`config.mk`:
```
export PLATFORM = sky130hd
export DESIGN_NAME = clock_adjust_ctrl
export DESIGN_NICKNAME = d
export VERILOG_FILES = /design/src/rtl/clock_adjust_ctrl.sv
export SDC_FILE = /design/constraint.sdc
export NUM_CORES = 1
export LEC_CHECK = 0
export CORE_MARGIN = 4
export CORE_UTILIZATION = 50
export CTS_BUF_LIST = sky130_fd_sc_hd__clkbuf_8
export DETAILED_ROUTE_END_ITERATION = 10
export GPL_TIMING_DRIVEN = 0
export PLACE_DENSITY = 0.77
export SLEW_MARGIN = 30
export SYNTH_ARGS = -nofsm -noshare
export SYNTH_HDL_FRONTEND = slang
export SYNTH_SLANG_ARGS = --single-unit
```
`constraint.sdc`:
```
create_clock -name clk -period 3.48 [get_ports clk]
set_input_delay 0.696 -clock clk [delete_from_list [all_inputs] [get_ports clk]]
set_output_delay 0.696 -clock clk [all_outputs]
set_load 0.02 [all_outputs]
```
`src/rtl/clock_adjust_ctrl.sv`:
```
// Front-panel adjust sequencer: debounces MODE/UP/DOWN, walks the field-select
// FSM, and emits adjust pulses with auto-repeat, inactivity timeout and blink.
module clock_adjust_ctrl #(
    parameter int unsigned DEBOUNCE_MS     = 20,
    parameter int unsigned REPEAT_DELAY_MS = 500,
    parameter int unsigned REPEAT_RATE_MS  = 100,
    parameter int unsigned TIMEOUT_MS      = 10000,
    parameter int unsigned BLINK_MS        = 250,
    parameter int unsigned CNT_W           = 14
) (
    input  logic       clk,
    input  logic       rst_n,
    input  logic       tick_ms,
    input  logic       btn_mode,
    input  logic       btn_up,
    input  logic       btn_down,
    output logic [5:0] adj_en,
    output logic       adj_up,
    output logic       adj_down,
    output logic [2:0] field,
    output logic       blink
);

    typedef enum logic [2:0] {
        ST_RUN  = 3'd0,
        ST_SEC  = 3'd1,
        ST_MIN  = 3'd2,
        ST_HOUR = 3'd3,
        ST_DAY  = 3'd4,
        ST_MON  = 3'd5,
        ST_YEAR = 3'd6
    } state_e;

    localparam logic [CNT_W-1:0] DEB_C   = CNT_W'(DEBOUNCE_MS);
    localparam logic [CNT_W-1:0] DELAY_C = CNT_W'(REPEAT_DELAY_MS);
    localparam logic [CNT_W-1:0] RATE_C  = CNT_W'(REPEAT_RATE_MS);
    localparam logic [CNT_W-1:0] TO_C    = CNT_W'(TIMEOUT_MS);
    localparam logic [CNT_W-1:0] BLINK_C = CNT_W'(BLINK_MS);

    // Button vectors are ordered [0]=MODE [1]=UP [2]=DOWN
    logic [2:0]       raw;
    logic [2:0]       sync1_q, sync2_q, deb_q, deb_prev_q;
    logic [CNT_W-1:0] dcnt_q [3];
    logic [2:0]       rise;

    assign raw  = {btn_down, btn_up, btn_mode};
    assign rise = deb_q & ~deb_prev_q;

    always_ff @(posedge clk or negedge rst_n) begin
        if (!rst_n) begin
            sync1_q    <= '0;
            sync2_q    <= '0;
            deb_q      <= '0;
            deb_prev_q <= '0;
            for (int unsigned i = 0; i < 3; i++) dcnt_q[i] <= '0;
        end else begin
            sync1_q    <= raw;
            sync2_q    <= sync1_q;
            deb_prev_q <= deb_q;
            if (tick_ms) begin
                for (int unsigned i = 0; i < 3; i++) begin
                    if (sync2_q[i] != deb_q[i]) begin
                        if (dcnt_q[i] + 1'b1 == DEB_C) begin
                            deb_q[i]  <= sync2_q[i];
                            dcnt_q[i] <= '0;
                        end else begin
                            dcnt_q[i] <= dcnt_q[i] + 1'b1;
                        end
                    end else begin
                        dcnt_q[i] <= '0;
                    end
                end
            end
        end
    end

    state_e           state_q, state_d;
    logic [5:0]       adj_en_q, adj_en_d;
    logic             adj_up_q, adj_up_d, adj_down_q, adj_down_d;
    logic             blink_q, blink_d;
    logic [CNT_W-1:0] blink_cnt_q, blink_cnt_d;
    logic [CNT_W-1:0] inact_q, inact_d;
    logic [CNT_W-1:0] rep_cnt_q, rep_cnt_d;
    logic             rep_phase_q, rep_phase_d;
    logic             rep_en_q, rep_en_d;

    logic             mode_ev, up_ok, dn_ok, any_ev, hold_one, rep_hit, rep_fire;
    logic [CNT_W-1:0] rep_tgt;

    function automatic state_e next_field(input state_e s);
        case (s)
            ST_RUN:  next_field = ST_SEC;
            ST_SEC:  next_field = ST_MIN;
            ST_MIN:  next_field = ST_HOUR;
            ST_HOUR: next_field = ST_DAY;
            ST_DAY:  next_field = ST_MON;
            ST_MON:  next_field = ST_YEAR;
            default: next_field = ST_RUN;
        endcase
    endfunction

    function automatic logic [5:0] field_onehot(input state_e s);
        case (s)
            ST_SEC:  field_onehot = 6'b000001;
            ST_MIN:  field_onehot = 6'b000010;
            ST_HOUR: field_onehot = 6'b000100;
            ST_DAY:  field_onehot = 6'b001000;
            ST_MON:  field_onehot = 6'b010000;
            ST_YEAR: field_onehot = 6'b100000;
            default: field_onehot = 6'b000000;
        endcase
    endfunction

    always_comb begin
        mode_ev  = rise[0];
        any_ev   = |rise;
        up_ok    = rise[1] && !deb_q[2];
        dn_ok    = rise[2] && !deb_q[1];
        hold_one = deb_q[1] ^ deb_q[2];
        rep_tgt  = rep_phase_q ? RATE_C : DELAY_C;
        rep_hit  = tick_ms && (rep_cnt_q + 1'b1 == rep_tgt);
        rep_fire = rep_en_q && hold_one && rep_hit;

        state_d     = state_q;
        adj_up_d    = 1'b0;
        adj_down_d  = 1'b0;
        blink_d     = blink_q;
        blink_cnt_d = blink_cnt_q;
        inact_d     = inact_q;
        rep_cnt_d   = rep_cnt_q;
        rep_phase_d = rep_phase_q;
        rep_en_d    = rep_en_q;

        if (state_q == ST_RUN || mode_ev) begin
            // MODE wins over a coincident UP/DOWN event; every entry restarts blink and timeout
            if (mode_ev) state_d = next_field(state_q);
            blink_d     = mode_ev && (state_d != ST_RUN);
            blink_cnt_d = '0;
            inact_d     = '0;
            rep_cnt_d   = '0;
            rep_phase_d = 1'b0;
            rep_en_d    = 1'b0;
        end else if (inact_q == TO_C && !any_ev && !rep_fire) begin
            state_d     = ST_RUN;
            blink_d     = 1'b0;
            blink_cnt_d = '0;
            inact_d     = '0;
            rep_cnt_d   = '0;
            rep_phase_d = 1'b0;
            rep_en_d    = 1'b0;
        end else begin
            if (any_ev || rep_fire) inact_d = '0;
            else if (tick_ms && inact_q != TO_C) inact_d = inact_q + 1'b1;

            if (tick_ms) begin
                if (blink_cnt_q + 1'b1 == BLINK_C) begin
                    blink_d     = ~blink_q;
                    blink_cnt_d = '0;
                end else begin
                    blink_cnt_d = blink_cnt_q + 1'b1;
                end
            end

            if (up_ok || dn_ok) begin
                adj_up_d    = up_ok;
                adj_down_d  = dn_ok;
                rep_en_d    = 1'b1;
                rep_cnt_d   = '0;
                rep_phase_d = 1'b0;
            end else if (rep_en_q && hold_one) begin
                if (rep_hit) begin
                    adj_up_d    = deb_q[1];
                    adj_down_d  = deb_q[2];
                    rep_cnt_d   = '0;
                    rep_phase_d = 1'b1;
                end else if (tick_ms) begin
                    rep_cnt_d = rep_cnt_q + 1'b1;
                end
            end else begin
                // Release or both held: repeat disarms until a fresh accepted press
                rep_en_d    = 1'b0;
                rep_cnt_d   = '0;
                rep_phase_d = 1'b0;
            end
        end

        adj_en_d = field_onehot(state_d);
    end

    always_ff @(posedge clk or negedge rst_n) begin
        if (!rst_n) begin
            state_q     <= ST_RUN;
            adj_en_q    <= '0;
            adj_up_q    <= 1'b0;
            adj_down_q  <= 1'b0;
            blink_q     <= 1'b0;
            blink_cnt_q <= '0;
            inact_q     <= '0;
            rep_cnt_q   <= '0;
            rep_phase_q <= 1'b0;
            rep_en_q    <= 1'b0;
        end else begin
            state_q     <= state_d;
            adj_en_q    <= adj_en_d;
            adj_up_q    <= adj_up_d;
            adj_down_q  <= adj_down_d;
            blink_q     <= blink_d;
            blink_cnt_q <= blink_cnt_d;
            inact_q     <= inact_d;
            rep_cnt_q   <= rep_cnt_d;
            rep_phase_q <= rep_phase_d;
            rep_en_q    <= rep_en_d;
        end
    end

    assign adj_en   = adj_en_q;
    assign adj_up   = adj_up_q;
    assign adj_down = adj_down_q;
    assign field    = state_q;
    assign blink    = blink_q;

endmodule

```
# Yosys cells after proc, flatten, opt, wreduce, memory -nomap -nowiden
# Index checks and enable logic that the tools add are counted.
# op_classes
add_sub_neg	6
n_reduce_logical	26
eq_ne	24
n_mux	50
bitwise_logic	4
# op_table
cell	count
$mux 14	20
$add 14x1->14 const B	6
$eq 14x5->1 const B	3
$pmux 6 s6	1
$mux 1	23
$pmux 3 s6	1
$eq 3x3->1 const B	5
$eq 14x14->1 const B	1
$eq 14x8->1 const B	1
$eq 14x9->1	1
$ne 14x14->1 const B	1
$eq 3x2->1 const B	4
$mux 3	4
$logic_and 1x1->1	9
$mux 9	1
$reduce_and 3->1	3
$reduce_bool 3->1	3
$eq 3x1->1 const B	2
$ne 6x3->1 const B	1
$ne 5x2->1 const B	1
$logic_not 1->1	4
$ne 4x1->1 const B	1
$reduce_bool 4->1	1
$and 3x3->3	1
other kinds (8)	12
# word_totals
regBits	110
wordCells	129
in_bits	6
out_inout_bits	12

# Depth between registers and ports, before layout
# logic_depth
depth_word	10
mapped_depth	11
mapped_depth_nobuf	8

# Worst setup path after synthesis
# OpenSTA, ideal clock, no wires.
# synth_path
path_type	register -> register
from	register rep_cnt_q[0]
to	register rep_cnt_q[5]
t_required_ns	3.362
t_arrival_ns	2.443
period_less_slack_ns	2.561
slack_ns	0.919
path_buffers	1
setup_ns	0.118
path_stages_with_launch	10
cell_sequence	dfrtp_1 > ha_1 > nand3_1 > or3_1 > a221o_1 > nor4b_4 > a211oi_1 > buf_2 > a21boi_0 > a21o_1
# synth_via
elab_chain_len	8
word_cells_on_any_way	13
classes_between	add/sub (1); eq/ne (2); mux (6); reduce/logical (4)
# synth_rtl
element	line	text
start: declaration	83	logic [CNT_W-1:0] rep_cnt_q, rep_cnt_d;
start signal: assignment	210	rep_cnt_q <= rep_cnt_d;
$add 14x1->14 (*)	121, 177	
$eq 14x9->1	121	rep_hit = tick_ms && (rep_cnt_q + 1'b1 == rep_tgt);
$logic_and 1x1->1	121	
$mux 14 or $logic_and 1x1->1 (tied branches)	171, 122	
$mux 14 or $logic_not 1->1 (tied branches)	170, 143	
$mux 14 or $logic_and 1x1->1 (tied branches)	164, 143	
$mux 14	143	end else if (inact_q == TO_C && !any_ev && !rep_fire) begin
$mux 14	134	if (state_q == ST_RUN || mode_ev) begin
# Mark *: on every way between the ends. The rest lies on a longest branch, timed or not. The select of a mux whose other input is x is not followed.
# A chain may end at the register's enable or synchronous reset.

# Final worst setup path
# layout_path
from	register rep_cnt_q[0]
to	register blink_cnt_q[11]
# layout_via
elab_chain_len	8
word_cells_on_any_way	9
classes_between	add/sub (1); eq/ne (1); mux (2); reduce/logical (5)
# layout_rtl
element	line	text
$add 14x1->14 (*)	121	
$eq 14x9->1 (*)	121	
$logic_and 1x1->1 (*)	121	
$logic_and 1x1->1 (*)	122	rep_fire = rep_en_q && hold_one && rep_hit;
$logic_not 1->1 (*)	143	
$logic_and 1x1->1 (*)	143	
$mux 14	143	
$mux 14	134	
end signal: assignment	208	blink_cnt_q <= blink_cnt_d;
end: declaration	81	logic [CNT_W-1:0] blink_cnt_q, blink_cnt_d;
# Mark *: on every way between the ends. The rest lies on a longest branch, timed or not.

==> flow_results.xml <==
<?xml version="1.0" encoding="UTF-8"?>
<metrics>
  <group name="timing">
    <metric name="period_minus_slack" unit="ps">2978</metric>
    <metric name="report.final.hold_viol_count" unit="">0</metric>
    <metric name="worstMarginPinSlew" unit="ps">761.3</metric>
    <metric name="max_freq" unit="MHz">335.7</metric>
    <metric name="finalClockSkew" unit="ps">12.25</metric>
    <metric name="worst_slack" unit="ps">501.6</metric>
    <metric name="finalSetupViolCount" unit="">0</metric>
    <metric name="timing.slew.headroom" unit="%">48.78</metric>
    <metric name="setup_total_negative_slack" unit="ps">0</metric>
    <metric name="report.final.slew_viol_count" unit="">0</metric>
    <metric name="timing.hold.ws" unit="ps">206.6</metric>
    <metric name="grt_setup_unrepaired" unit="">no</metric>
    <metric name="period_share" unit="%">85.59</metric>
  </group>
  <group name="worst_hold_path">
    <metric name="hold_path_class" unit="">primary input to async pin</metric>
  </group>
  <group name="final_layout">
    <metric name="final_layout_size_suffix_gt1_share" unit="%">6.343</metric>
    <metric name="fillerInstances" unit="">1096</metric>
    <metric name="final_core_utilization" unit="%">56.85</metric>
    <metric name="antenna_cells_inserted" unit="">0</metric>
    <metric name="area.growth.synth_to_final" unit="%">9.513</metric>
    <metric name="final_net_count" unit="">752</metric>
  </group>
  <group name="cts">
    <metric name="clk_pin_slew_worst_paths" unit="ps">100</metric>
    <metric name="cts_setup_buffers" unit="">0</metric>
    <metric name="hold_buffers" unit="">0</metric>
    <metric name="cts.repair.resized" unit="">0</metric>
    <metric name="numCtsBuffers" unit="">9</metric>
    <metric name="clk_root_buffer_cell" unit="">sky130_fd_sc_hd__clkbuf_8</metric>
    <metric name="clock_sinks" unit="">110</metric>
    <metric name="tritoncts" unit="">built</metric>
    <metric name="clk-insertion-delay-late" unit="ps">390</metric>
    <metric name="clock_tree.htree_level_count" unit="">3</metric>
    <metric name="clock_tree_buffer_depth" unit="">2</metric>
  </group>
  <group name="synth">
    <metric name="total_of_warnings_raised_by_yosys" unit="">0</metric>
    <metric name="proportion_of_register_bits_with_asynchronous_set_or_reset_after_synthesis" unit="%">100.0</metric>
    <metric name="ys_seq_elements" unit="">110</metric>
    <metric name="synth_compound_gate_area_share" unit="%">18.41</metric>
    <metric name="yosys_most_used_dff" unit="">sky130_fd_sc_hd__dfrtp_1</metric>
    <metric name="syn_avg_cell_area" unit="um2">8.942</metric>
    <metric name="synth_mux_area_share" unit="%">2.052</metric>
    <metric name="simple_gate_share_of_the_synthesized_area" unit="%">25.75</metric>
    <metric name="synth-xor-area-share" unit="%">4.973</metric>
    <metric name="synth_top_cells_by_area" unit="">sky130_fd_sc_hd__dfrtp_1, sky130_fd_sc_hd__nand2_1, sky130_fd_sc_hd__nor2_1, sky130_fd_sc_hd__o21ai_0, sky130_fd_sc_hd__nand3_1</metric>
    <metric name="synth.yosys.seq_area_share" unit="%">43.42</metric>
    <metric name="synth.cells.most_frequent" unit="">sky130_fd_sc_hd__dfrtp_1, sky130_fd_sc_hd__nand2_1, sky130_fd_sc_hd__nor2_1</metric>
    <metric name="synthDominantAreaCellType" unit="">sky130_fd_sc_hd__dfrtp_1</metric>
    <metric name="synth.distinct_cells" unit="">72</metric>
    <metric name="synth-edff-count" unit="">0</metric>
    <metric name="syn_nets" unit="">724</metric>
    <metric name="synth.cell_area" unit="um2">6340</metric>
    <metric name="yosys.cell_count.top_type" unit="">sky130_fd_sc_hd__dfrtp_1</metric>
    <metric name="synth-adder-area-share" unit="%">1.776</metric>
    <metric name="synthesis.instances" unit="">709</metric>
    <metric name="synth_top_family_by_area" unit="">simple AND/OR/NAND/NOR gates</metric>
    <metric name="synth.top_cell.area_share" unit="%">43.42</metric>
  </group>
  <group name="die">
    <metric name="pin_count" unit="">18</metric>
    <metric name="die_h" unit="um">120.6</metric>
    <metric name="dieArea" unit="um2">14550</metric>
    <metric name="rows" unit="">40</metric>
    <metric name="core_area" unit="um2">12210</metric>
    <metric name="initial_core_util" unit="%">51.92</metric>
    <metric name="die_w" unit="um">120.6</metric>
  </group>
  <group name="setup_path">
    <metric name="timing.critical_path.to_type" unit="">register</metric>
    <metric name="worst-endpoint-required" unit="ps">3750</metric>
    <metric name="type_of_the_worst_setup_path" unit="">register to register</metric>
    <metric name="r2r_end" unit="">blink_cnt_q[11]</metric>
    <metric name="ff2ff_path_depth" unit="">10</metric>
    <metric name="reg2reg_slack" unit="ps">500</metric>
    <metric name="startpoint_type" unit="">register</metric>
    <metric name="critical_path.startpoint" unit="">rep_cnt_q[0]</metric>
    <metric name="worst-endpoint-arrival" unit="ps">3240</metric>
    <metric name="endpoint" unit="">blink_cnt_q[11]</metric>
    <metric name="r2r_start" unit="">rep_cnt_q[0]</metric>
    <metric name="crit_path_max_fanout" unit="">10</metric>
  </group>
  <group name="run_status">
    <metric name="outcome" unit="">finished, final reports clean</metric>
  </group>
  <group name="place">
    <metric name="final_replace_weighted_congestion" unit="">0.9360</metric>
    <metric name="dp_worst_setup_slack" unit="ps">350.5</metric>
    <metric name="port_buffers" unit="">16</metric>
    <metric name="detailedPlacementHpwl" unit="um">9993</metric>
  </group>
  <group name="detailed_routing">
    <metric name="drt_drc_violations_left" unit="">0</metric>
    <metric name="final_wl" unit="um">14360</metric>
    <metric name="route.antenna.remaining_nets" unit="">0</metric>
    <metric name="drt-initial-drc-count" unit="">517</metric>
    <metric name="detail_route.wl_per_cell" unit="um">15.80</metric>
    <metric name="drt-vias-per-instance" unit="">6.114</metric>
    <metric name="firstDrtPassIters" unit="">6</metric>
    <metric name="vias" unit="">5558</metric>
  </group>
  <group name="global_route">
    <metric name="antenna_found_initial" unit="">0</metric>
    <metric name="groute.usage.overall" unit="%">20.93</metric>
    <metric name="grt-ovfl-total" unit="">0</metric>
    <metric name="grt_max_degree" unit="">72</metric>
    <metric name="grt_pass1_wl" unit="um">24960</metric>
    <metric name="first_global_vias" unit="">5350</metric>
  </group>
  <group name="pwr">
    <metric name="cellPowerDensity" unit="nW/um2">411.9</metric>
    <metric name="power.leakage" unit="nW">2.864</metric>
    <metric name="vdd.ir_drop.worst" unit="mV">0.1963</metric>
  </group>
  <group name="job">
    <metric name="max_cap_viol_count" unit="">0</metric>
  </group>
</metrics>
==> state kept, by name, indices dropped and copies added (netlist names), 3 cells and up <==
| register | cells |
|---|---|
| inact_q | 14 |
| deb_q | 3 |
| rep_cnt_q | 14 |
| dcnt_q | 42 |
| sync1_q | 3 |
| field | 3 |
| blink_cnt_q | 14 |
| deb_prev_q | 3 |
| sync2_q | 3 |
| adj_en | 6 |
==> where the power goes <==
group	internal [mW]	total (mW)	switching, mW	leakage, nW
sequential	1.39	1.51	0.114	1.48
combinational	0.217	0.542	0.325	1.28
clock	0.395	0.813	0.418	0.108
total	2.00	2.86	0.857	2.86
==> cells by family after synthesis <==
family	after synthesis
muxes	12
buffers and inverters	56
xor gates and xnor gates	36
adders and majority gates	9
DFF	110
and+or+nand+nor	314
AOI/OAI and AO/OA	172
==> worst max-delay path, stage by stage (launching register included) <==
cell and delay (ps):
sky130_fd_sc_hd__dfrtp_1 500, sky130_fd_sc_hd__ha_1 270, sky130_fd_sc_hd__and3_1 160, sky130_fd_sc_hd__clkbuf_1 260, sky130_fd_sc_hd__a211oi_1 120, sky130_fd_sc_hd__a31oi_1 320, sky130_fd_sc_hd__a211o_1 200, sky130_fd_sc_hd__nor3_2 60
sky130_fd_sc_hd__o21ai_2 410, sky130_fd_sc_hd__clkbuf_1 440, sky130_fd_sc_hd__nor2_1 110
==> cell type report <==
class                           count  area (um2)  area share (%)
Buffer                             36       153.9           2.217
Clock buffer                        9       123.9           1.784
Clock inverter                      6       80.08           1.153
Inverter                           20       75.07           1.081
Multi-Input combinational cell    543        3358           48.37
Sequential cell                   110        2753           39.65
Tap cell                          168       210.2           3.028
Timing Repair Buffer               17       188.9           2.721
==> layer usage <==
metal	wire [um]	track usage, %
met3	745	4.958
met1	6518	27.96
met5	0	0
met2	6892	33.78
met4	208	6.657
==> layout by cell type (no fill, tap or decap), types with 11 or more instances in the layout <==
cell type / instances
sky130_fd_sc_hd__inv_1: 22
sky130_fd_sc_hd__clkdlybuf4s50_1: 15
sky130_fd_sc_hd__clkbuf_1: 29
sky130_fd_sc_hd__o21ai_0: 50
sky130_fd_sc_hd__xor2_1: 24
sky130_fd_sc_hd__nand4_1: 21
sky130_fd_sc_hd__nor3_1: 14
sky130_fd_sc_hd__dfrtp_1: 110
sky130_fd_sc_hd__nand2_1: 73
sky130_fd_sc_hd__and3_1: 14
sky130_fd_sc_hd__nand3_1: 44
sky130_fd_sc_hd__or3_1: 11
sky130_fd_sc_hd__a31oi_1: 15
sky130_fd_sc_hd__a22o_1: 13
sky130_fd_sc_hd__xnor2_1: 12
sky130_fd_sc_hd__nor2_1: 73
sky130_fd_sc_hd__a21oi_1: 22
==> stage by stage <==
step	instances	power, mW	instance area [um2]
floorplan	709	1.862	6340
finish	909	2.860	6943
global placement	893	2.032	6710
CTS	909	2.890	6943
detailed placement	894	2.067	6739
global route	909	3.030	6943
==> worst min path at each step <==
stage                     slack (ps)       start         end
after global routing             210       rst_n  dcnt_q[35]
after detailed placement         330  sync1_q[2]  sync2_q[2]
final                            210       rst_n  dcnt_q[35]
after floorplan                  330  sync1_q[0]  sync2_q[0]
after global placement           330  sync1_q[2]  sync2_q[2]
after CTS                        200       rst_n  dcnt_q[35]
No activity file was read; power rests on OpenSTA's default activity.
